**config.mk**
```make
export PLATFORM = sky130hd
export DESIGN_NAME = uart_rx_ctrl_flat
export DESIGN_NICKNAME = d
export VERILOG_FILES = /design/src/rtl/uart_pkg.sv /design/src/rtl/uart_rx_ctrl_if.sv /design/src/rtl/uart_rx_sampler.sv /design/src/rtl/uart_rx_ctrl.sv /design/src/flat_wrapper.sv
export SDC_FILE = /design/constraint.sdc
export NUM_CORES = 1
export LEC_CHECK = 0
export CORE_ASPECT_RATIO = 2
export CORE_MARGIN = 5
export CORE_UTILIZATION = 29
export CTS_BUF_LIST = sky130_fd_sc_hd__clkbuf_4 sky130_fd_sc_hd__clkbuf_8
export DETAILED_ROUTE_END_ITERATION = 10
export HOLD_SLACK_MARGIN = 0.06
export PLACE_DENSITY = 0.55
export SLEW_MARGIN = 15
export SYNTH_ARGS = -nofsm -noshare
export SYNTH_HDL_FRONTEND = slang
export SYNTH_SLANG_ARGS = --single-unit
```
**constraint.sdc**
```tcl
create_clock -name clk -period 3.8 [get_ports clk]
set_input_delay 0.76 -clock clk [delete_from_list [all_inputs] [get_ports clk]]
set_output_delay 0.76 -clock clk [all_outputs]
set_load 0.1 [all_outputs]
```
**src/rtl/uart_pkg.sv**
```systemverilog
// Shared UART receive types: FSM states, frame sizing, parity mode.
// Also holds the parity-check helper used by the receive controller.
package uart_pkg;

  typedef enum logic [2:0] {
    IDLE, START, DATA, PARITY, STOP, DONE
  } state_t;

  typedef enum logic {
    PAR_EVEN = 1'b0,
    PAR_ODD  = 1'b1
  } par_mode_t;

  localparam int FRAME_BITS = 11;
  // start, parity and stop wrap the data bits
  localparam int DATA_BITS  = FRAME_BITS - 3;

  function automatic logic par_err(
    input logic [DATA_BITS-1:0] d,
    input logic                 p,
    input par_mode_t            m
  );
    return (^d ^ p) != logic'(m);
  endfunction

endpackage

```
**src/rtl/uart_rx_ctrl_if.sv**
```systemverilog
// Received-byte valid/ready interface with error status.
// Master is the receive controller, slave is the byte consumer.
interface uart_rx_ctrl_if;
  import uart_pkg::*;

  logic [DATA_BITS-1:0] rx_data;
  logic                 rx_valid;
  logic                 rx_ready;
  logic                 parity_err;
  logic                 frame_err;
  logic                 overrun_err;

  modport master (
    output rx_data, rx_valid,
    output parity_err, frame_err, overrun_err,
    input  rx_ready
  );

  modport slave (
    input  rx_data, rx_valid,
    input  parity_err, frame_err, overrun_err,
    output rx_ready
  );

endinterface

```
**src/rtl/uart_rx_sampler.sv**
```systemverilog
// Serial-line synchronizer, per-bit tick counter and 3-sample vote.
// tcnt is held at 0 whenever run is low so each frame starts aligned.
module uart_rx_sampler #(
  parameter int OVERSAMPLE = 16,
  parameter int MID        = OVERSAMPLE / 2
) (
  input  logic clk,
  input  logic reset_n,
  input  logic baud_tick,
  input  logic rx_serial,
  input  logic run,
  output logic rxs,
  output logic bit_tick,
  output logic bit_end,
  output logic vote
);

  localparam int TW = $clog2(OVERSAMPLE);

  logic [1:0]    sync;
  logic [TW-1:0] tcnt;
  logic [1:0]    smp;

  assign rxs      = sync[1];
  assign bit_tick = run & baud_tick
                  & (tcnt == TW'(MID + 1));
  assign bit_end  = run & baud_tick
                  & (tcnt == TW'(OVERSAMPLE - 1));
  // third sample is the live value on the decision tick
  assign vote     = (smp[0] & smp[1])
                  | (smp[0] & rxs)
                  | (smp[1] & rxs);

  always_ff @(posedge clk) begin
    if (!reset_n) begin
      sync <= 2'b11;
      tcnt <= '0;
      smp  <= 2'b11;
    end else begin
      sync <= {sync[0], rx_serial};
      if (!run) begin
        tcnt <= '0;
      end else if (baud_tick) begin
        tcnt <= bit_end ? '0 : tcnt + 1'b1;
        if (tcnt == TW'(MID - 1)) smp[0] <= rxs;
        if (tcnt == TW'(MID))     smp[1] <= rxs;
      end
    end
  end

endmodule

```
**src/rtl/uart_rx_ctrl.sv**
```systemverilog
// UART receive sequencer: start validation, SIPO shift pulses,
// deframer qualify, field checks and a holding register with overrun.
module uart_rx_ctrl
  import uart_pkg::*;
#(
  parameter int OVERSAMPLE = 16,
  parameter int MID        = OVERSAMPLE / 2
) (
  input  logic                 clk,
  input  logic                 reset_n,
  input  logic                 baud_tick,
  input  logic                 rx_serial,
  input  logic                 parity_odd,
  output logic                 sipo_shift,
  output logic                 sipo_bit,
  output logic                 frame_valid,
  input  logic [DATA_BITS-1:0] df_data,
  input  logic                 df_parity,
  input  logic                 df_stop,
  output logic                 busy,
  uart_rx_ctrl_if.master       rx
);

  state_t     state, state_nx;
  logic [3:0] bcnt, bcnt_nx;
  logic       armed, armed_nx;
  logic       podd, podd_nx;
  logic       rxs, bit_tick, bit_end, vote;
  logic       run, perr, ferr;

  assign run  = (state != IDLE) && (state != DONE);
  assign busy = (state != IDLE);
  assign perr = par_err(df_data, df_parity, par_mode_t'(podd));
  assign ferr = ~df_stop;

  uart_rx_sampler #(
    .OVERSAMPLE (OVERSAMPLE),
    .MID        (MID)
  ) u_sampler (
    .clk       (clk),
    .reset_n   (reset_n),
    .baud_tick (baud_tick),
    .rx_serial (rx_serial),
    .run       (run),
    .rxs       (rxs),
    .bit_tick  (bit_tick),
    .bit_end   (bit_end),
    .vote      (vote)
  );

  always_ff @(posedge clk) begin
    if (!reset_n) begin
      state <= IDLE;
      bcnt  <= '0;
      armed <= 1'b0;
      podd  <= 1'b0;
    end else begin
      state <= state_nx;
      bcnt  <= bcnt_nx;
      armed <= armed_nx;
      podd  <= podd_nx;
    end
  end

  always_comb begin
    state_nx    = state;
    bcnt_nx     = bcnt;
    armed_nx    = armed;
    podd_nx     = podd;
    sipo_shift  = 1'b0;
    sipo_bit    = 1'b1;
    frame_valid = 1'b0;
    unique case (state)
      IDLE: begin
        if (baud_tick && rxs) armed_nx = 1'b1;
        if (baud_tick && armed && !rxs) begin
          state_nx = START;
          armed_nx = 1'b0;
        end
      end
      START: begin
        if (bit_tick && vote) begin
          state_nx = IDLE;
        end else begin
          if (bit_tick) begin
            sipo_shift = 1'b1;
            sipo_bit   = 1'b0;
            podd_nx    = parity_odd;
          end
          if (bit_end) begin
            state_nx = DATA;
            bcnt_nx  = '0;
          end
        end
      end
      DATA: begin
        if (bit_tick) begin
          sipo_shift = 1'b1;
          sipo_bit   = vote;
          bcnt_nx    = bcnt + 4'd1;
        end
        if (bit_end && bcnt == 4'(DATA_BITS))
          state_nx = PARITY;
      end
      PARITY: begin
        if (bit_tick) begin
          sipo_shift = 1'b1;
          sipo_bit   = vote;
        end
        if (bit_end) state_nx = STOP;
      end
      STOP: begin
        if (bit_tick) begin
          sipo_shift = 1'b1;
          sipo_bit   = vote;
          state_nx   = DONE;
        end
      end
      DONE: begin
        frame_valid = 1'b1;
        state_nx    = IDLE;
        // a low line after the frame is a break; wait for high
        armed_nx    = rxs;
      end
      default: state_nx = IDLE;
    endcase
  end

  always_ff @(posedge clk) begin
    if (!reset_n) begin
      rx.rx_data     <= '0;
      rx.rx_valid    <= 1'b0;
      rx.parity_err  <= 1'b0;
      rx.frame_err   <= 1'b0;
      rx.overrun_err <= 1'b0;
    end else begin
      rx.overrun_err <= 1'b0;
      if (frame_valid) begin
        if (!rx.rx_valid || rx.rx_ready) begin
          rx.rx_data    <= df_data;
          rx.parity_err <= perr;
          rx.frame_err  <= ferr;
          rx.rx_valid   <= 1'b1;
        end else begin
          rx.overrun_err <= 1'b1;
        end
      end else if (rx.rx_valid && rx.rx_ready) begin
        rx.rx_valid <= 1'b0;
      end
    end
  end

endmodule

```
**src/flat_wrapper.sv**
```systemverilog
// flat-port wrapper written by rule: the top's interface ports become plain ports
module uart_rx_ctrl_flat import uart_pkg::*;
#(
  parameter int OVERSAMPLE = 16,
  parameter int MID        = OVERSAMPLE / 2
)
  (clk, reset_n, baud_tick, rx_serial, parity_odd, sipo_shift, sipo_bit, frame_valid, df_data, df_parity, df_stop, busy, rx_rx_data, rx_rx_valid, rx_parity_err, rx_frame_err, rx_overrun_err, rx_rx_ready);
  uart_rx_ctrl_if rx_i ();
  input  logic clk;
  input  logic reset_n;
  input  logic baud_tick;
  input  logic rx_serial;
  input  logic parity_odd;
  output logic sipo_shift;
  output logic sipo_bit;
  output logic frame_valid;
  input  logic [DATA_BITS-1:0] df_data;
  input  logic df_parity;
  input  logic df_stop;
  output logic busy;
  output wire logic [$bits(rx_i.rx_data)-1:0] rx_rx_data;
  output wire logic [$bits(rx_i.rx_valid)-1:0] rx_rx_valid;
  output wire logic [$bits(rx_i.parity_err)-1:0] rx_parity_err;
  output wire logic [$bits(rx_i.frame_err)-1:0] rx_frame_err;
  output wire logic [$bits(rx_i.overrun_err)-1:0] rx_overrun_err;
  input wire logic [$bits(rx_i.rx_ready)-1:0] rx_rx_ready;
  assign rx_rx_data = rx_i.rx_data;
  assign rx_rx_valid = rx_i.rx_valid;
  assign rx_parity_err = rx_i.parity_err;
  assign rx_frame_err = rx_i.frame_err;
  assign rx_overrun_err = rx_i.overrun_err;
  assign rx_i.rx_ready = rx_rx_ready;
  uart_rx_ctrl #(.OVERSAMPLE(OVERSAMPLE), .MID(MID)) u_core (.clk(clk), .reset_n(reset_n), .baud_tick(baud_tick), .rx_serial(rx_serial), .parity_odd(parity_odd), .sipo_shift(sipo_shift), .sipo_bit(sipo_bit), .frame_valid(frame_valid), .df_data(df_data), .df_parity(df_parity), .df_stop(df_stop), .busy(busy), .rx(rx_i));
endmodule
```
==> out/qor.yml <==
status: "completed"
power_density_nw_per_um2: 344
core_region_area_um2: 5090
syn_nets: 186
finalSetupTns_ns: 0
syn_inst: 165
dieHeight_um: 112
clockBufferDepth: 2
avgRoutedWirePerCell_um: 14.0
drive_above_1_share_pct: 9.69
synth_area_per_cell_um2: 9.14
crit_fanout: 13
ys.flop_type: "dfxtp_1"
synth.most_common_cell: "dfxtp_1"
viasPerCell: 4.85
peakVddDrop_mv: 0.295
io_pins: 32
ant_nets: 0
worst_pin_slew_ns: 1.01
finalHoldViolCount: 0
grt_pass1_wl_um: 6090
wl_um: 3550
vias: 1231
slew_headroom_pct: 32.2
critPathRequiredTime_ns: 3.04
hp-class: "flop to flop"
ys_seq_elements: 29
ys_seq_area_share_pct: 38.5
synth_cell_types: 47
yosysTopAreaCell: "dfxtp_1"
cts.repair.resized: 0
grt_setup_unrepaired: "no"
first_pass_iters: 4
dp_hpwl_um: 2700
finClkSkew_ns: 0.00774
cts_hold_buf: 0
post_cts_buffers: 0
setup_violations: 0
die_area_um2: 6830
antenna_found_initial: 0
period_share_pct: 75.3
syn_to_final_growth_pct: 29.3
synthTopCellsByArea: "dfxtp_1, mux2i_1, nor2_1"
startpoint_type: "primary input"
grt_usage_pct: 11.9
ys_top_cells_by_count: "dfxtp_1, nor2_1, mux2i_1"
clkLatencyLatePin_ns: 0.28
yosysWarnings: 0
synth-edff-count: 0
root_buffer: "clkbuf_8"
crit_type: "primary input to output port"
netlist_area_um2: 1510
utilization_pct: 38.3
p_leak_uw: 0.000712
critPathCaptureType: "output port"
grt_pass1_vias: 1281
holdPathStages: 1
finalCriticalPeriod_ns: 2.86
drv_cap: 0
antenna_cells: 0
drt_iter0_drc: 12
r2r_setup_slack_ns: 1.85
drc: 0
path_clk_slew_ns: 0.06
grt_remaining_overflow: 0
async_flop_share_pct: 0
start_util_pct: 29.6
nets: 216
slew_viol_final: 0
cp_data_arrival_time_ns: 2.10
place.gp.congestion: 0.708
fmax_ghz: 0.350
die_w_um: 61.0
tritoncts: "yes"
grt_max_degree: 21
worstRegToRegCells: 4
row_count: 37
cts_buffers: 5
port_buffers: 31
clock_sinks: 29
synth_top_area_share_pct: 38.5
htree_num_levels: 2
==> per-layer routing <==
| layer | part of all wire (%) | up-vias | GRT usage, % |
|---|---|---|---|
| met5 | 0 | - | 0 |
| met4 | 2.5 | 0 | 6.08 |
| met3 | 3.3 | 6 | 3.02 |
| met2 | 57 | 19 | 20.8 |
| met1 | 38 | 570 | 12.5 |
| li1 | - | 636 | - |
==> state kept, by name, indices dropped and copies added (netlist names) <==
| name | flops |
|---|---|
| u_core.podd | 1 |
| u_core.rx.overrun_err | 1 |
| u_core.rx.parity_err | 1 |
| u_core.u_sampler.tcnt | 4 |
| u_core.rx.frame_err | 1 |
| u_core.state | 3 |
| u_core.u_sampler.sync | 2 |
| u_core.rx.rx_valid | 1 |
| u_core.armed | 1 |
| u_core.u_sampler.smp | 2 |
| u_core.rx.rx_data | 8 |
| u_core.bcnt | 4 |
==> kinds of logic after synthesis <==
| logic type | Yosys count | synth area share, % |
|---|---|---|
| AND/OR/NAND/NOR | 62 | 23.1 |
| adder cells (fa/ha/maj) | 6 | 4.81 |
| buffers and inverters | 15 | 5.23 |
| XOR/XNOR | 11 | 7.30 |
| AO/OA/AOI/OAI | 29 | 12.4 |
| flip-flops | 29 | 38.5 |
| multiplexers | 13 | 8.63 |
==> area by class of cell <==
type                       count  area, µm²
tap                           58       72.6
sequential                    29        581
clock buffer                   7       96.3
fill                         551       3140
timing repair buffer          33        328
inverter                       5       18.8
clock inverter                 1       5.00
multi-input combinational    121        848
==> worst paths after layout <==
| kind | start | endpoint |
|---|---|---|
| setup / recovery | baud_tick | sipo_shift |
| hold / removal | u_core.u_sampler.sync[0] | u_core.u_sampler.sync[1] |
| setup reg to reg | u_core.state[2] | u_core.rx.rx_data[5] |
| hold reg to reg | u_core.u_sampler.sync[0] | u_core.u_sampler.sync[1] |
==> critical path, stage by stage <==
cell	delay, ns
clkdlybuf4s50_1	0.45
buf_4	0.18
nand4b_1	0.21
a21oi_1	0.29
buf_12	0.21
==> stage by stage <==
stage | instance area, µm² | std cells | hold slack [ns] | power [µW] | setup slack (ns)
2_1_floorplan | 1510 | 165 | 0.386 | 367 | 0.450
3_3_place_gp | 1850 | 246 | 0.397 | 395 | 0.963
3_5_place_dp | 1850 | 246 | 0.392 | 395 | 0.952
4_1_cts | 1950 | 254 | 0.406 | 682 | 0.948
5_1_grt | 1950 | 254 | 0.416 | 700 | 0.870
6_report | 1950 | 254 | 0.405 | 670 | 0.939
==> report_power, final <==
part           leakage [µW]  internal, µW  switching [µW]
Sequential         0.000235           308            6.48
Clock             0.0000542           163             119
Combinational      0.000423          38.1            35.2
Total              0.000712           509             161
==> layout by cell type (no fill, tap or decap), types with 5 or more instances in the layout <==
master / Yosys / layout
nand2_1: 8 / 8
clkdlybuf4s50_1: 0 / 27
mux2i_1: 13 / 13
dfxtp_1: 29 / 29
o21ai_0: 9 / 9
buf_4: 1 / 5
clkbuf_8: 0 / 7
xnor2_1: 6 / 6
nor2_1: 21 / 21
ha_1: 5 / 5
a21oi_1: 8 / 8
Note: power is estimated with default switching activity, not from simulation.
